**src/rtl/instbuffer_pkg.sv**
```systemverilog
// Shared encodings for the instruction buffer: issue modes, occupancy codes, bus width.
// Latency: n/a (constants and a pure helper function).
// Backpressure: n/a.
package instbuffer_pkg;

  // Issue mode returned by the issue stage: how many entries it consumed this cycle.
  localparam logic [1:0] NO_ISSUE     = 2'b00;
  localparam logic [1:0] SINGLE_ISSUE = 2'b01;
  localparam logic [1:0] DOUBLE_ISSUE = 2'b10;

  // Saturated occupancy code presented to issue.
  localparam logic [1:0] HAVE_NO_INST  = 2'b00;
  localparam logic [1:0] HAVE_ONE_INST = 2'b01;
  localparam logic [1:0] HAVE_TWO_INST = 2'b10;

  // [130:96] pc/exception info, [95:0] decode payload.
  localparam int INST_BUS_W = 131;

  // Number of entries issue asks to retire; the reserved code 2'b11 retires nothing.
  function automatic logic [1:0] issue_to_npop(input logic [1:0] mode);
    logic [1:0] n;
    n = 2'd0;
    case (mode)
      NO_ISSUE:     n = 2'd0;
      SINGLE_ISSUE: n = 2'd1;
      DOUBLE_ISSUE: n = 2'd2;
      default:      n = 2'd0;
    endcase
    return n;
  endfunction

endpackage

```
**src/rtl/instbuffer_ibuf_mem.sv**
```systemverilog
// Instruction storage (ibuf_mem): DEPTH x BUS_W flops, writes at addr and addr+1, two async reads.
// Latency: write visible on the read ports after the writing edge; reads are combinational.
// Backpressure: none; the caller decides when to write. Contents are never reset.
module instbuffer_ibuf_mem
  import instbuffer_pkg::*;
#(
  parameter int DEPTH = 16,
  parameter int BUS_W = INST_BUS_W,
  parameter int AW    = $clog2(DEPTH)
) (
  input  logic             clk,
  input  logic             we1,
  input  logic             we2,
  input  logic [AW-1:0]    waddr,
  input  logic [BUS_W-1:0] wdat1,
  input  logic [BUS_W-1:0] wdat2,
  input  logic [AW-1:0]    raddr1,
  input  logic [AW-1:0]    raddr2,
  output logic [BUS_W-1:0] rdat1,
  output logic [BUS_W-1:0] rdat2
);

  logic [BUS_W-1:0] mem [DEPTH];

  // Slot 2 always lands one entry after slot 1; the AW-bit add wraps at DEPTH-1 -> 0.
  always_ff @(posedge clk) begin
    if (we1) mem[waddr] <= wdat1;
    if (we2) mem[waddr + AW'(1)] <= wdat2;
  end

  assign rdat1 = mem[raddr1];
  assign rdat2 = mem[raddr2];

endmodule

```
**src/rtl/instbuffer.sv**
```systemverilog
// Dual-port instruction FIFO between fetch and issue: 0/1/2 in, 0/1/2 out per cycle, flushable.
// Latency: an entry pushed at edge N appears on inst1/inst2 after edge N (no bypass).
// Backpressure: ibuf_allowin_o drops when fewer than two slots are free; fetch slots offered then are lost.
module instbuffer
  import instbuffer_pkg::*;
#(
  parameter int DEPTH = 16,
  parameter int BUS_W = INST_BUS_W
) (
  input  logic                      clk,
  input  logic                      rst,
  input  logic                      flush_i,
  input  logic [1:0]                issue_mode_i,
  input  logic                      fetch_valid1_i,
  input  logic                      fetch_valid2_i,
  input  logic [BUS_W-1:0]          fetch_inst1_bus_i,
  input  logic [BUS_W-1:0]          fetch_inst2_bus_i,
  output logic                      ibuf_allowin_o,
  output logic [1:0]                instbuffer_count_o,
  output logic [BUS_W-1:0]          inst1_bus_o,
  output logic [BUS_W-1:0]          inst2_bus_o,
  output logic [$clog2(DEPTH):0]    used_o
);

  localparam int AW = $clog2(DEPTH);
  localparam int UW = AW + 1;
  localparam logic [UW-1:0] ALLOWIN_MAX = UW'(DEPTH - 2);

  logic [AW-1:0]    head, tail, head_next, tail_next;
  logic [UW-1:0]    used, used_next;
  logic [1:0]       npush, req_pop, npop;
  logic             push_ok, we1, we2;
  logic [BUS_W-1:0] rdat1, rdat2;

  // Room for two is judged on registered occupancy only, so a same-cycle pop never widens it.
  assign ibuf_allowin_o = (used <= ALLOWIN_MAX);

  // Slot 2 without slot 1 is malformed fetch output and is treated as an empty cycle.
  assign push_ok = ibuf_allowin_o && fetch_valid1_i && !flush_i;
  assign we1     = push_ok;
  assign we2     = push_ok && fetch_valid2_i;
  assign req_pop = issue_to_npop(issue_mode_i);

  // Work out push/pop counts and the next pointer/occupancy values; flush empties everything.
  always_comb begin
    npush     = 2'd0;
    npop      = 2'd0;
    head_next = head;
    tail_next = tail;
    used_next = used;
    if (flush_i) begin
      head_next = '0;
      tail_next = '0;
      used_next = '0;
    end else begin
      if (we2)      npush = 2'd2;
      else if (we1) npush = 2'd1;
      // Over-retiring is clamped; when it happens used < 2 so its low bits are the true count.
      if (UW'(req_pop) > used) npop = used[1:0];
      else                     npop = req_pop;
      head_next = head + AW'(npop);
      tail_next = tail + AW'(npush);
      used_next = used + UW'(npush) - UW'(npop);
    end
  end

  // Pointer and occupancy registers.
  always_ff @(posedge clk or negedge rst) begin
    if (!rst) begin
      head <= '0;
      tail <= '0;
      used <= '0;
    end else begin
      head <= head_next;
      tail <= tail_next;
      used <= used_next;
    end
  end

  // Protocol checks on the neighbouring stages; the buffer itself stays consistent either way.
  always_ff @(posedge clk) begin
    if (rst && !flush_i) begin
      assert (UW'(req_pop) <= used)
        else $warning("instbuffer: issue retired %0d entries with only %0d held, clamped", req_pop, used);
      assert (issue_mode_i != 2'b11)
        else $warning("instbuffer: reserved issue mode 2'b11 seen");
      assert (!(fetch_valid2_i && !fetch_valid1_i))
        else $warning("instbuffer: fetch slot 2 valid without slot 1, ignored");
    end
  end

  instbuffer_ibuf_mem #(
    .DEPTH (DEPTH),
    .BUS_W (BUS_W),
    .AW    (AW)
  ) u_ibuf_mem (
    .clk    (clk),
    .we1    (we1),
    .we2    (we2),
    .waddr  (tail),
    .wdat1  (fetch_inst1_bus_i),
    .wdat2  (fetch_inst2_bus_i),
    .raddr1 (head),
    .raddr2 (head + AW'(1)),
    .rdat1  (rdat1),
    .rdat2  (rdat2)
  );

  // Outputs come purely from registered state; stale memory is masked by occupancy.
  always_comb begin
    instbuffer_count_o = HAVE_TWO_INST;
    if (used == '0)          instbuffer_count_o = HAVE_NO_INST;
    else if (used == UW'(1)) instbuffer_count_o = HAVE_ONE_INST;
    inst1_bus_o = (used >= UW'(1)) ? rdat1 : '0;
    inst2_bus_o = (used >= UW'(2)) ? rdat2 : '0;
  end

  assign used_o = used;

endmodule
```
**config.mk**
```make
export PLATFORM = sky130hd
export DESIGN_NAME = instbuffer
export DESIGN_NICKNAME = d
export VERILOG_FILES = /design/src/rtl/instbuffer_pkg.sv /design/src/rtl/instbuffer_ibuf_mem.sv /design/src/rtl/instbuffer.sv
export SDC_FILE = /design/constraint.sdc
export NUM_CORES = 2
export LEC_CHECK = 0
export BUFFER_PORTS_ARGS = -buffer_cell sky130_fd_sc_hd__buf_2
export CAP_MARGIN = 10
export CORE_MARGIN = 4
export CORE_UTILIZATION = 51
export CTS_CLUSTER_SIZE = 30
export DETAILED_ROUTE_END_ITERATION = 10
export GPL_ROUTABILITY_DRIVEN = 0
export PLACE_DENSITY = 0.77
export SLEW_MARGIN = 20
export SYNTH_ARGS = -nofsm -noshare
export SYNTH_HDL_FRONTEND = slang
export SYNTH_SLANG_ARGS = --single-unit
```
**constraint.sdc**
```tcl
create_clock -name clk -period 11.4 [get_ports clk]
set_input_delay 1.71 -clock clk [delete_from_list [all_inputs] [get_ports clk]]
set_output_delay 1.71 -clock clk [all_outputs]
set_load 0.02 [all_outputs]
```
==> results.yml <==
floorplanning:
  die_h_um: 503.5
  pin_count: 539
  die_w_um: 503.5
  die-area_sq_mm: 0.2535
  initial_utilization: 0.5138
  fp-row-count: 181
  core_sq_mm: 0.2437
sta:
  period_share: 0.7038
  setup_viol: 0
  clock_skew_ns: 0.04975
  fmax_mhz: 124.6
  rsz0062_at_grt: "false"
  final_hold_viol_count: 0
  worst_pin_slew_ns: 1.404
  report.final.slew_viol_count: 0
  period_minus_slack_ns: 8.023
  whs_ns: 0.6422
  max_slew_margin: 0.06121
  fin_ws_ns: 3.377
cts:
  root_buffer: "clkbuf_16"
  htree_levels: 4
  cts_tree: "done"
  clkLatencyLatePin_ns: 0.92
  cts_resized: 0
  cts_hold_buf: 0
  cts.sinks: 2109
  cts_buffers: 225
  cts_setup_buffers: 0
  clk_pin_slew_ns: 0.07
  clock_path_buffers: 3
placed_design:
  numPortBuffers: 538
  dp_slack_ns: 4.725
  dpl_cell_area_sq_mm: 0.1296
  place_hpwl_um: 229900
  dp.cells: 11420
grt:
  grt_pass1_vias: 86660
  grt_first_pass_wirelength_um: 617600
  grt_overflow_total: 0
  grt_max_degree: 181
  grt_antenna_before_repair: 126
  grtUsageTotal: 0.3354
run_status:
  status: "finished, final reports clean"
synthesis:
  synth_area_sq_mm: 0.1252
  synthFlopType: "edfxtp_1"
  synth_adder_area_share: 0.002338
  synth_edf_count: 2096
  synth_top_family_by_area: "multiplexers"
  ys.warnings.count: 0
  yosysSeqAreaShare: 0.5053
  syn_area_per_cell_sq_um: 14.73
  synthDistinctLibCells: 48
  synth-xor-area-share: 0.0006296
  synth_fp_nets: 8792
  ys_async_sr_fraction: 0.006164
  syn_inst: 8502
  ys_seq_elements: 2109
  yosys.area_share.simple: 0.03845
  synth.mux.area_fraction: 0.3848
  synth-compound-area-share: 0.03319
critical_path:
  r2r_start: "used_o[4]$_DFF_PN0_"
  worst_path_most_repeated_cell: "buf_4"
  crit_path_end_kind: "primary output"
  cp_cell_sequence: "buf_4 -> inv_8 -> buf_4 -> nand2_4 -> buf_4 -> o22ai_1 -> o32ai_1 -> buf_2"
  cp_top_family: "buffers and inverters"
  cp_max_fo: 92
  worstPathRequired_ns: 9.69
  ff2ff_path_depth: 9
  r2r-end: "u_ibuf_mem.mem[8][103]$_DFFE_PP_"
  cp.arrival_ns: 6.31
  cp.buffers_inverters: 5
  slowest_stage: "o32ai_1"
  path_class: "register to primary output"
  reg2reg_slack_ns: 6.37
  crit_path_start_kind: "register"
  critPathMaxStageDelay_ns: 0.93
route:
  drt-initial-drc-count: 13850
  wire_per_inst_um: 36.76
  routed_via_density: 7.338
  wirelength_um: 438100
  drc_errors: 0
  first_pass_iters: 6
  num_vias: 87450
  drtAntennaViolNets: 0
final_layout:
  seqCellArea_sq_mm: 0.06328
  final_cell_mix: "mux2_2 (2,533), edfxtp_1 (2,096), mux2i_1 (657), buf_2 (538), nand3_1 (529)"
  fin_area_sq_mm: 0.1372
  multi_input_area_sq_mm: 0.05799
  fin_util: 0.5630
  final_common_cell: "mux2_2"
  layout-area-overhead-vs-synth_pct: 9.576
  final_cells: 11920
  nFillCells: 19050
  final_nets: 8734
  drive_gt1_frac: 0.4893
hold_path:
  holdCritStartpoint: "tail[3]$_DFF_PN0_"
  hold_depth: 2
  min_to: "tail[3]$_DFF_PN0_"
  hold_class: "register to register"
job:
  drv_cap: 0
pwr:
  vdd.ir_drop.worst_v: 0.0002549
  cellLeakagePower_nw: 44.69
  powerDensity_mw_per_mm2: 212.3
[worst max path at each step]
stage | start | cells after the start | end | slack [ns]
6_report | head[0]$_DFF_PN0_ | 8 | inst2_bus_o[91] | 3.38
5_1_grt | head[0]$_DFF_PN0_ | 8 | inst2_bus_o[91] | 3.47
4_1_cts | head[0]$_DFF_PN0_ | 8 | inst2_bus_o[51] | 3.72
3_5_place_dp | head[0]$_DFF_PN0_ | 8 | inst2_bus_o[19] | 4.72
3_3_place_gp | head[0]$_DFF_PN0_ | 8 | inst2_bus_o[51] | 4.77
2_1_floorplan | flush_i | 4 | u_ibuf_mem.mem[5][0]$_DFFE_PP_ | -0.97
[synth_stat cells, drive strengths merged (8+ instances only)]
cell type,number,area share
buf,418,0.017
clkbuf,583,0.017
dfrtp,13,0.0026
edfxtp,2096,0.50
ha,17,0.0017
inv,15,0.00045
mux2,2620,0.24
mux2i,657,0.053
mux4,524,0.094
nand2,9,0.00027
nand2b,8,0.00040
nand3,530,0.021
nand4,131,0.0065
nor2,283,0.0085
nor2b,9,0.00045
o21ai,9,0.00036
o22ai,274,0.014
o32ai,261,0.018
[sequential cells by signal (all words and copies together), names as in the netlist]
| register | flops |
|---|---|
| u_ibuf_mem.mem | 2096 |
| tail | 4 |
| used_o | 5 |
| head | 4 |
[where the power goes]
part | internal (mW) | switching, mW
clock | 4.11 | 3.29
combinational | 4.85 | 8.09
sequential | 8.68 | 0.0996
[worst register-to-register path: stages, from the launching register on]
cell and delay [ns]:
dfrtp_1 0.41, clkinv_1 0.32, ha_1 0.32, nand3_1 0.21, o211ai_1 0.11, buf_4 0.25
nor2_4 0.72, buf_4 0.94, buf_4 0.93, mux2_2 0.53
[metal layers]
layer	global-route usage	vias to the layer above	share of wire
met3	0.08906	1603	0.13
li1	-	34200	-
met5	0	-	0.00080
met2	0.5239	7158	0.46
met4	0.2016	50	0.064
met1	0.4199	44430	0.35
[final cells by class]
cell class	count	share of cell area
Sequential cell	2109	0.4612
Multi-Input combinational cell	5376	0.4227
Clock buffer	277	0.04262
Timing Repair Buffer	716	0.03185
Tap cell	3202	0.02920
Clock inverter	139	0.01041
Antenna cell	82	0.001496
Inverter	16	0.0005472
[cell families (layout without fill, tap and decap cells)]
| family | count (synthesis) | count (layout) |
|---|---|---|
| other cells | 0 | 82 |
| xor+xnor | 9 | 9 |
| compound gates | 559 | 559 |
| flops | 2109 | 2109 |
| simple gates | 986 | 986 |
| fa+ha+maj | 21 | 21 |
| buf+inv | 1017 | 1148 |
| mux | 3801 | 3801 |
[metrics by stage]
stage	setup TNS, ns	power [mW]
floorplan	-379.32	17.45
global placement	0	21.35
detailed placement	0	21.53
CTS	0	28.83
global route	0	29.88
finish	0	29.12
(Power assumes the default switching activity.)
